### src/rtl/com_tx_sched.sv
`timescale 1ns/1ps
`default_nettype none
// ============================================================================
// Module   : com_tx_sched
// Brief    : Packet scheduler for a tx engine: handshake responses, a
//            three-step config sequence and toggled data packets.
// Revision : 1.0 - initial release
// ============================================================================
module com_tx_sched #(
    parameter int TMO_CYC = 255
) (
    input  logic       clk,
    input  logic       rst,
    input  logic       resp_req,
    input  logic [1:0] resp_type,
    input  logic       cfg_req,
    input  logic       data_req,
    input  logic       tog_clr,
    output logic       tx_fs,
    input  logic       tx_fd,
    output logic [3:0] tx_btype,
    output logic       resp_done,
    output logic       cfg_done,
    output logic       data_done,
    output logic       busy,
    output logic       err
);

    localparam int                 c_TMO_W    = ($clog2(TMO_CYC + 1) > 8) ? $clog2(TMO_CYC + 1) : 8;
    localparam logic [c_TMO_W-1:0] c_TMO_LAST = c_TMO_W'(TMO_CYC - 1);
    localparam logic [c_TMO_W-1:0] c_TMO_ONE  = c_TMO_W'(1);
    localparam logic [1:0]         c_IDX_LAST = 2'd2;
    localparam logic [3:0]         c_BT_DATA0 = 4'b1101;
    localparam logic [3:0]         c_BT_DATA1 = 4'b1110;

    typedef enum logic [2:0] {
        S_IDLE = 3'd0,
        S_LOAD = 3'd1,
        S_SEND = 3'd2,
        S_HOLD = 3'd3,
        S_NEXT = 3'd4
    } state_t;

    typedef enum logic [1:0] {
        K_RESP = 2'd0,
        K_CFG  = 2'd1,
        K_DATA = 2'd2
    } kind_t;

    state_t             r_state;
    state_t             w_state_nxt;
    kind_t              r_kind;
    kind_t              w_kind_nxt;
    logic               r_pend;
    logic [1:0]         r_rtype;
    logic               r_cfg_act;
    logic               w_cfg_act_nxt;
    logic [1:0]         r_cfg_idx;
    logic [1:0]         w_cfg_idx_nxt;
    logic               r_tog;
    logic               w_tog_nxt;
    logic [c_TMO_W-1:0] r_tmo;
    logic [3:0]         r_btype;
    logic [3:0]         w_btype_sel;
    logic               r_fs;
    logic               r_err;
    logic               w_load;
    logic               w_abort;
    logic               w_tmo_clr;
    logic               w_tmo_inc;
    logic               w_tmo_hit;
    logic               w_in_next;
    logic               w_cfg_more;

    always_comb begin
        w_state_nxt = r_state;
        w_kind_nxt  = r_kind;
        w_load      = 1'b0;
        w_abort     = 1'b0;
        w_tmo_clr   = 1'b0;
        w_tmo_inc   = 1'b0;
        w_tmo_hit   = (r_tmo == c_TMO_LAST);
        w_in_next   = (r_state == S_NEXT);
        // The sequence still owes packets unless this NEXT closes out DDIDX
        w_cfg_more  = r_cfg_act && !((r_kind == K_CFG) && (r_cfg_idx == c_IDX_LAST));

        case (r_state)
            S_IDLE: begin
                if (r_pend) begin
                    w_load      = 1'b1;
                    w_kind_nxt  = K_RESP;
                    w_state_nxt = S_LOAD;
                end else if (cfg_req) begin
                    w_load      = 1'b1;
                    w_kind_nxt  = K_CFG;
                    w_state_nxt = S_LOAD;
                end else if (data_req) begin
                    w_load      = 1'b1;
                    w_kind_nxt  = K_DATA;
                    w_state_nxt = S_LOAD;
                end
            end
            S_LOAD: begin
                w_tmo_clr   = 1'b1;
                w_state_nxt = S_SEND;
            end
            S_SEND: begin
                if (tx_fd) begin
                    w_tmo_clr   = 1'b1;
                    w_state_nxt = S_HOLD;
                end else if (w_tmo_hit) begin
                    w_abort     = 1'b1;
                    w_state_nxt = S_IDLE;
                end else begin
                    w_tmo_inc   = 1'b1;
                end
            end
            S_HOLD: begin
                if (!tx_fd) begin
                    w_state_nxt = S_NEXT;
                end else if (w_tmo_hit) begin
                    w_abort     = 1'b1;
                    w_state_nxt = S_IDLE;
                end else begin
                    w_tmo_inc   = 1'b1;
                end
            end
            S_NEXT: begin
                if (w_cfg_more) begin
                    w_load      = 1'b1;
                    w_state_nxt = S_LOAD;
                    // A waiting response slips in between config packets
                    w_kind_nxt  = (r_pend && (r_kind != K_RESP)) ? K_RESP : K_CFG;
                end else begin
                    w_state_nxt = S_IDLE;
                end
            end
            default: begin
                w_state_nxt = S_IDLE;
            end
        endcase

        w_cfg_idx_nxt = r_cfg_idx;
        w_cfg_act_nxt = r_cfg_act;
        w_tog_nxt     = r_tog;
        if (w_in_next && (r_kind == K_CFG)) begin
            if (r_cfg_idx == c_IDX_LAST) begin
                w_cfg_idx_nxt = 2'd0;
                w_cfg_act_nxt = 1'b0;
            end else begin
                w_cfg_idx_nxt = r_cfg_idx + 2'd1;
            end
        end
        if (w_in_next && (r_kind == K_DATA)) begin
            w_tog_nxt = !r_tog;
        end
        if (tog_clr) begin
            w_tog_nxt = 1'b0;
        end
        if (w_abort) begin
            w_cfg_idx_nxt = 2'd0;
            w_cfg_act_nxt = 1'b0;
        end
        if (w_load && (w_kind_nxt == K_CFG)) begin
            w_cfg_act_nxt = 1'b1;
        end

        // Config types are 0101/0110/0111 for index 0/1/2
        case (w_kind_nxt)
            K_RESP:  w_btype_sel = {2'b00, r_rtype};
            K_CFG:   w_btype_sel = {2'b01, w_cfg_idx_nxt + 2'd1};
            K_DATA:  w_btype_sel = w_tog_nxt ? c_BT_DATA1 : c_BT_DATA0;
            default: w_btype_sel = 4'b0000;
        endcase
    end

    always_ff @(posedge clk or negedge rst) begin
        if (!rst) begin
            r_state   <= S_IDLE;
            r_kind    <= K_RESP;
            r_pend    <= 1'b0;
            r_rtype   <= 2'b00;
            r_cfg_act <= 1'b0;
            r_cfg_idx <= 2'd0;
            r_tog     <= 1'b0;
            r_tmo     <= '0;
            r_btype   <= 4'b0000;
            r_fs      <= 1'b0;
            r_err     <= 1'b0;
        end else begin
            r_state   <= w_state_nxt;
            r_cfg_act <= w_cfg_act_nxt;
            r_cfg_idx <= w_cfg_idx_nxt;
            r_tog     <= w_tog_nxt;
            r_fs      <= (w_state_nxt == S_SEND);
            r_err     <= w_abort;
            if (w_load) begin
                r_kind <= w_kind_nxt;
            end
            // A fresh request wins over the clear of the one just completed
            if (resp_req && (resp_type != 2'b00)) begin
                r_pend  <= 1'b1;
                r_rtype <= resp_type;
            end else if (w_in_next && (r_kind == K_RESP)) begin
                r_pend  <= 1'b0;
            end
            if (w_tmo_clr || w_abort) begin
                r_tmo <= '0;
            end else if (w_tmo_inc) begin
                r_tmo <= r_tmo + c_TMO_ONE;
            end
            if (w_load) begin
                r_btype <= w_btype_sel;
            end else if (w_state_nxt == S_IDLE) begin
                r_btype <= 4'b0000;
            end
        end
    end

    assign tx_fs     = r_fs;
    assign tx_btype  = r_btype;
    assign err       = r_err;
    assign busy      = (r_state != S_IDLE);
    assign resp_done = w_in_next && (r_kind == K_RESP);
    assign data_done = w_in_next && (r_kind == K_DATA);
    assign cfg_done  = w_in_next && (r_kind == K_CFG) && (r_cfg_idx == c_IDX_LAST);

endmodule
`default_nettype wire

### config.mk
export PLATFORM = sky130hd
export DESIGN_NAME = com_tx_sched
export DESIGN_NICKNAME = d
export VERILOG_FILES = /design/src/rtl/com_tx_sched.sv
export SDC_FILE = /design/constraint.sdc
export NUM_CORES = 1
export LEC_CHECK = 0
export CAP_MARGIN = 15
export CORE_MARGIN = 2
export CORE_UTILIZATION = 59
export CTS_CLUSTER_DIAMETER = 200
export DETAILED_ROUTE_END_ITERATION = 6
export GPL_ROUTABILITY_DRIVEN = 0
export PLACE_DENSITY_LB_ADDON = 0.2
export SLEW_MARGIN = 20
export SYNTH_ARGS = -nofsm -noshare
export SYNTH_HDL_FRONTEND = slang
export SYNTH_SLANG_ARGS = --single-unit
### constraint.sdc
create_clock -name clk -period 3.4 [get_ports clk]
set_clock_uncertainty 0.1 [all_clocks]
set_input_delay 0.68 -clock clk [delete_from_list [all_inputs] [get_ports clk]]
set_output_delay 0.68 -clock clk [all_outputs]
set_load 0.01 [all_outputs]
Word level (Yosys, flattened, before mapping)
Index checks and enable logic that the tools add are counted.
{"block": "classes", "add_sub_neg": 3, "multipliers": 0, "div_mod_pow": 0, "order_cmp": 0, "eq_ne": 11, "n_shift": 0, "mux": 46, "bitwise": 0, "reduce_logical": 25}
{"op": "1-bit two-way mux", "n": 21}
{"op": "3-bit two-way mux", "n": 6}
{"op": "2-bit two-way mux", "n": 8}
{"op": "8-bit two-way mux", "n": 2}
{"op": "3-bit one-hot mux with 5 select lines", "n": 1}
{"op": "4-bit one-hot mux with 3 select lines", "n": 1}
{"op": "2-bit nonzero test", "n": 5}
{"op": "3-bit by 2-bit equality test with 1-bit output, second input constant", "n": 3}
{"op": "1-bit logical AND", "n": 9}
{"op": "3-bit nonzero test", "n": 3}
{"op": "8-bit by 1-bit adder with 8-bit output, second input constant", "n": 1}
{"op": "8-bit equality test, second input constant", "n": 1}
{"op": "4-bit two-way mux", "n": 2}
{"op": "1-bit one-hot mux with 2 select lines", "n": 4}
{"op": "2-bit equality test, second input constant", "n": 3}
{"op": "3-bit logical NOT", "n": 2}
{"op": "2-bit by 1-bit adder with 2-bit output, second input constant", "n": 2}
{"op": "2-bit by 1-bit equality test with 1-bit output, second input constant", "n": 2}
{"op": "2-bit logical NOT", "n": 2}
{"op": "2-bit one-hot mux with 2 select lines", "n": 1}
{"op": "3-bit by 1-bit equality test with 1-bit output, second input constant", "n": 1}
{"op": "3-bit equality test, second input constant", "n": 1}
{"op": "1-bit logical NOT", "n": 2}
{"op": "2-bit AND reduction", "n": 1}
{"op": "1-bit logical OR", "n": 1}
{"block": "word_totals", "ff_bits": 26, "latchBits": 0, "mem_bits_rw": 0, "mem_bits_ro": 0, "inputBits": 9, "out_inout_bits": 10, "word_cells": 96, "n_memories": 0}

Depth between registers and ports, before layout
{"block": "logic_depth", "depth_word": 10, "ltp_mapped": 11, "mapped_depth_nobuf": 11}

Worst setup path after synthesis
No wires, ideal clock.
{"block": "synth_timing", "kind": "register -> register", "start": "register r_state[1]", "end": "register r_btype[1], in the netlist tx_btype[1]", "t_arrival_ns": 2.204, "t_required_ns": 3.177, "path_slack_ns": 0.973, "stages_incl_launch_ff": 11, "synth_period_minus_slack_ns": 2.427, "path_cell_list": "dfrtp_1 or2_1 buf_6 nor4_2 a221oi_1 ha_1 nand2b_1 nor2_1 mux2_1 a221oi_2 o21ai_1"}
{"block": "synth_via", "elab_chain_cells": 7}
{"element": "start, declared", "line_no": "50", "rtl": "state_t r_state;"}
{"element": "start signal, assigned", "line_no": "191", "rtl": "r_state <= w_state_nxt;"}
{"element": "3-bit equality test", "line_no": "83, 87"}
{"element": "1-bit logical AND, on equally long branches", "line_no": "146, 154"}
{"element": "2-bit two-way mux or 1-bit two-way mux (tied branches)", "line_no": "146, 154"}
{"element": "2-bit two-way mux or 1-bit two-way mux (tied branches)", "line_no": "160, 157"}
{"element": "2-bit by 1-bit adder with 2-bit output or 2-bit two-way mux (tied branches)", "line_no": "171, 172"}
{"element": "4-bit one-hot mux with 3 select lines", "line_no": "169", "rtl": "case (w_kind_nxt)"}
{"element": "4-bit two-way mux", "line_no": "212", "rtl": "if (w_load) begin"}
{"element": "end signal, assigned", "line_no": "213", "rtl": "r_btype <= w_btype_sel;"}
{"element": "end, declared", "line_no": "63", "rtl": "logic [3:0] r_btype;"}
Several ways; a longest one is shown, not always the timed one.
A chain may end at the register's enable or synchronous reset.

Worst setup path after layout
{"block": "layout_timing", "start": "register r_state[1]", "end": "output port resp_done"}
{"block": "layout_via", "elab_chain_cells": 2}
{"element": "3-bit equality test", "line_no": "83", "rtl": "w_in_next = (r_state == S_NEXT);"}
{"element": "1-bit logical AND", "line_no": "224", "rtl": "assign resp_done = w_in_next && (r_kind == K_RESP);"}
{"element": "end, declared", "line_no": "22", "rtl": "output logic resp_done,"}
No other way between the ends.

==> qor.csv <==
stage,metric,value,unit
status,status,finished clean,
placed_design,port_buffers,18,
logic_synthesis,async_reset_ff_share,100,%
logic_synthesis,avgSynthCellArea,9.75,sq um
finish,fin_util,71.8,%
routing,via_per_inst,6.03,
clock_tree,cts_tree,built,
clock_tree,post-cts-setup-buffers,0,
power_and_ir_drop,clockPowerShare,13.0,%
worst_hold_path,hold_depth,2,
sta,setup_viol,0,
die,start_util,62.8,%
power_and_ir_drop,p_seq_share,42.1,%
power_and_ir_drop,netSwitchingPower,0.525,mW
setup_path,cp-end-kind,output pin,
logic_synthesis,ys_seq_area_share,41.5,%
power_and_ir_drop,p_comb_share,44.9,%
logic_synthesis,ys_warn_count,0,
sta,final.setup.tns,0,ns
sta,tightest_slew,0.487,ns
clock_tree,post_cts_resized,0,
grt,globalRouteOverflowTotal,0,
grt,track_usage,22.9,%
setup_path,ff2ff_setup_slack,0.57,ns
die,core_area,2500,sq um
worst_hold_path,hp-start,r_rtype[0]$_DFFE_PN0P_,
setup_path,r2r_end,tx_btype[1]$_DFFE_PN0P_,
placed_design,placed_cells,205,
setup_path,arrival,2.35,ns
placed_design,dp_hpwl,2.38,mm
clock_tree,clock_latency,0.32,ns
power_and_ir_drop,swShare,43.2,%
logic_synthesis,ys_types,50,
worst_hold_path,min_to,r_rtype[0]$_DFFE_PN0P_,
sta,slew_violations,0,
worst_hold_path,hold_path_class,flop to flop,
routing,num_vias,1260,
logic_synthesis,synth-edff-count,0,
sta,period_share,92.2,%
clock_tree,clk_root_buffer_cell,clkbuf_4,
setup_path,r2r-start,r_state[1]$_DFF_PN0_,
setup_path,crit_fanout,11,
finish,layout.nets,195,
routing,wl,3.27,mm
clock_tree,htree_levels,1,
die,row_count,18,
finish,final_cell_mix,"26 x dfrtp_1, 18 x clkdlybuf4s50_1, 16 x nand2_1, 15 x nor2_1",
finish,n_antenna_cell,0,
sta,slew_headroom,67.3,%
routing,wl_per_cell,15.6,microns
routing,route.detailed.drc,0,
logic_synthesis,synth_flop_cell,dfrtp_1,
logic_synthesis,syn-num-nets,176,
setup_path,critPathKind,flop to output pin,
power_and_ir_drop,internal-power,0.691,mW
sta,fin_crit,3.13,ns
clock_tree,cts_hold_buf,0,
setup_path,cp.required,2.62,ns
sta,fmax,319,MHz
die,die_h,55.6,microns
die,die_x,55.6,microns
logic_synthesis,syn_area,1570,sq um
clock_tree,clk_pin_slew,0.14,ns
setup_path,ff2ff_path_depth,9,
sta,hold_viol,0,
grt,grt_start_max_net_pins,27,
die,ios,19,
die,die_area,3090,sq um
routing,ant_nets,0,
clock_tree,cts.path.max_buffers,2,
routing,drt_iter0_drc,80,
logic_synthesis,synth_cells,161,
sta,rsz0062_at_grt,no,
power_and_ir_drop,ir_worst_vdd,0.407,mV
logic_synthesis,ys_seq_elements,26,
finish,drive_above_1_share,10.1,%
finish,mostFrequentLayoutCell,dfrtp_1,
power_and_ir_drop,power_density,678,nW/um^2
setup_path,startpoint_type,flop,
finish,instances_no_fill,209,
clock_tree,numCtsBuffers,3,
clock_tree,clock-sinks,26,
job,drv_cap,0,
grt,antenna_found_initial,0,
grt,grt_first_pass_wirelength,5.57,mm
routing,drt_pass1_iterations,4,
grt,grt_pass1_vias,1182,
power_and_ir_drop,p_leak,0.747,nW
finish,syn_to_final_growth,14.4,%
## cells by family after synthesis
family / synth area share [%]
AND/OR/NAND/NOR: 24.5
AO/OA/AOI/OAI: 19.1
flip-flops: 41.5
buffers and inverters: 4.23
XOR/XNOR: 3.91
adder cells (fa/ha/maj): 4.78
multiplexers: 2.07
## flip-flops by register name (all words and copies together), names as in the netlist
| register | cells |
|---|---|
| r_tmo | 8 |
| tx_btype | 4 |
| r_state | 3 |
| r_cfg_idx | 2 |
| r_kind | 2 |
| r_rtype | 2 |
| err | 1 |
| r_cfg_act | 1 |
| r_pend | 1 |
| r_tog | 1 |
| tx_fs | 1 |
## through the flow
stage	total power, mW	worst slack (ns)	hold WS, ns	cell area, sq um
floorplan	0.911	0.973	0.284	1570
global placement	1.04	0.560	0.372	1760
detailed placement	1.06	0.462	0.378	1760
CTS	1.22	0.276	0.411	1790
global route	1.31	0.166	0.434	1790
finish	1.22	0.267	0.412	1790
## power groups by stage
| stage | Clock, mW | Combinational (mW) | Sequential, mW |
|---|---|---|---|
| after floorplan | 0 | 0.454 | 0.457 |
| after global placement | 0 | 0.524 | 0.512 |
| after detailed placement | 0 | 0.545 | 0.516 |
| after CTS | 0.164 | 0.549 | 0.511 |
| after global routing | 0.174 | 0.607 | 0.530 |
| final | 0.159 | 0.545 | 0.512 |
## synth_stat cells (2+ instances only)
master     n  share of area [%]
o22ai_1    3                1.2
a21oi_2    2                1.1
a22o_1     2                1.1
dfrtp_1   26                 41
nand2_1   16                3.8
nor4_4     2                2.7
buf_4      2               0.96
nor2b_1    3                1.2
inv_1      8                1.9
buf_2      2               0.64
mux2_1     2                1.4
xor2_1     6                3.3
o21ai_1    2               0.64
ha_1       6                4.8
or3_1      3                1.2
nand2b_1   6                2.4
nor2_1    15                3.6
o21ai_0    8                2.6
nand4_1    3                1.2
a21oi_1    8                2.6
a221o_1    2                1.3
nand3_1    6                1.9
## routing by layer
metal	vias to the layer above	routed length [microns]	GRT usage [%]
met5	-	0	0
met1	608	1500	31.0
li1	612	-	-
met3	6	156	3.26
met4	0	53	10.5
met2	34	1560	36.4
## critical path: stages, from the launching register on
cell	delay [ns]
dfrtp_1	0.57
or2_1	0.42
nor4_2	0.40
clkdlybuf4s50_1	0.63
## worst max path at each step
stage / slack, ns / startpoint / cells after the start / endpoint
6_report: 0.27 / r_state[1]$_DFF_PN0_ / 3 / resp_done
5_1_grt: 0.17 / r_state[1]$_DFF_PN0_ / 3 / resp_done
4_1_cts: 0.28 / r_state[1]$_DFF_PN0_ / 3 / resp_done
3_5_place_dp: 0.46 / cfg_req / 11 / tx_btype[1]$_DFFE_PN0P_
3_3_place_gp: 0.56 / cfg_req / 11 / tx_btype[1]$_DFFE_PN0P_
2_1_floorplan: 0.97 / r_state[1]$_DFF_PN0_ / 10 / tx_btype[1]$_DFFE_PN0P_
## cell type report
| class | count | area (sq um) |
|---|---|---|
| inverter | 8 | 30.0 |
| fill | 197 | 706 |
| clock buffer | 4 | 36.3 |
| multi-input combinational | 122 | 852 |
| tap | 30 | 37.5 |
| sequential | 26 | 651 |
| timing repair buffer | 19 | 188 |
Power figures use the tool's default switching activity.
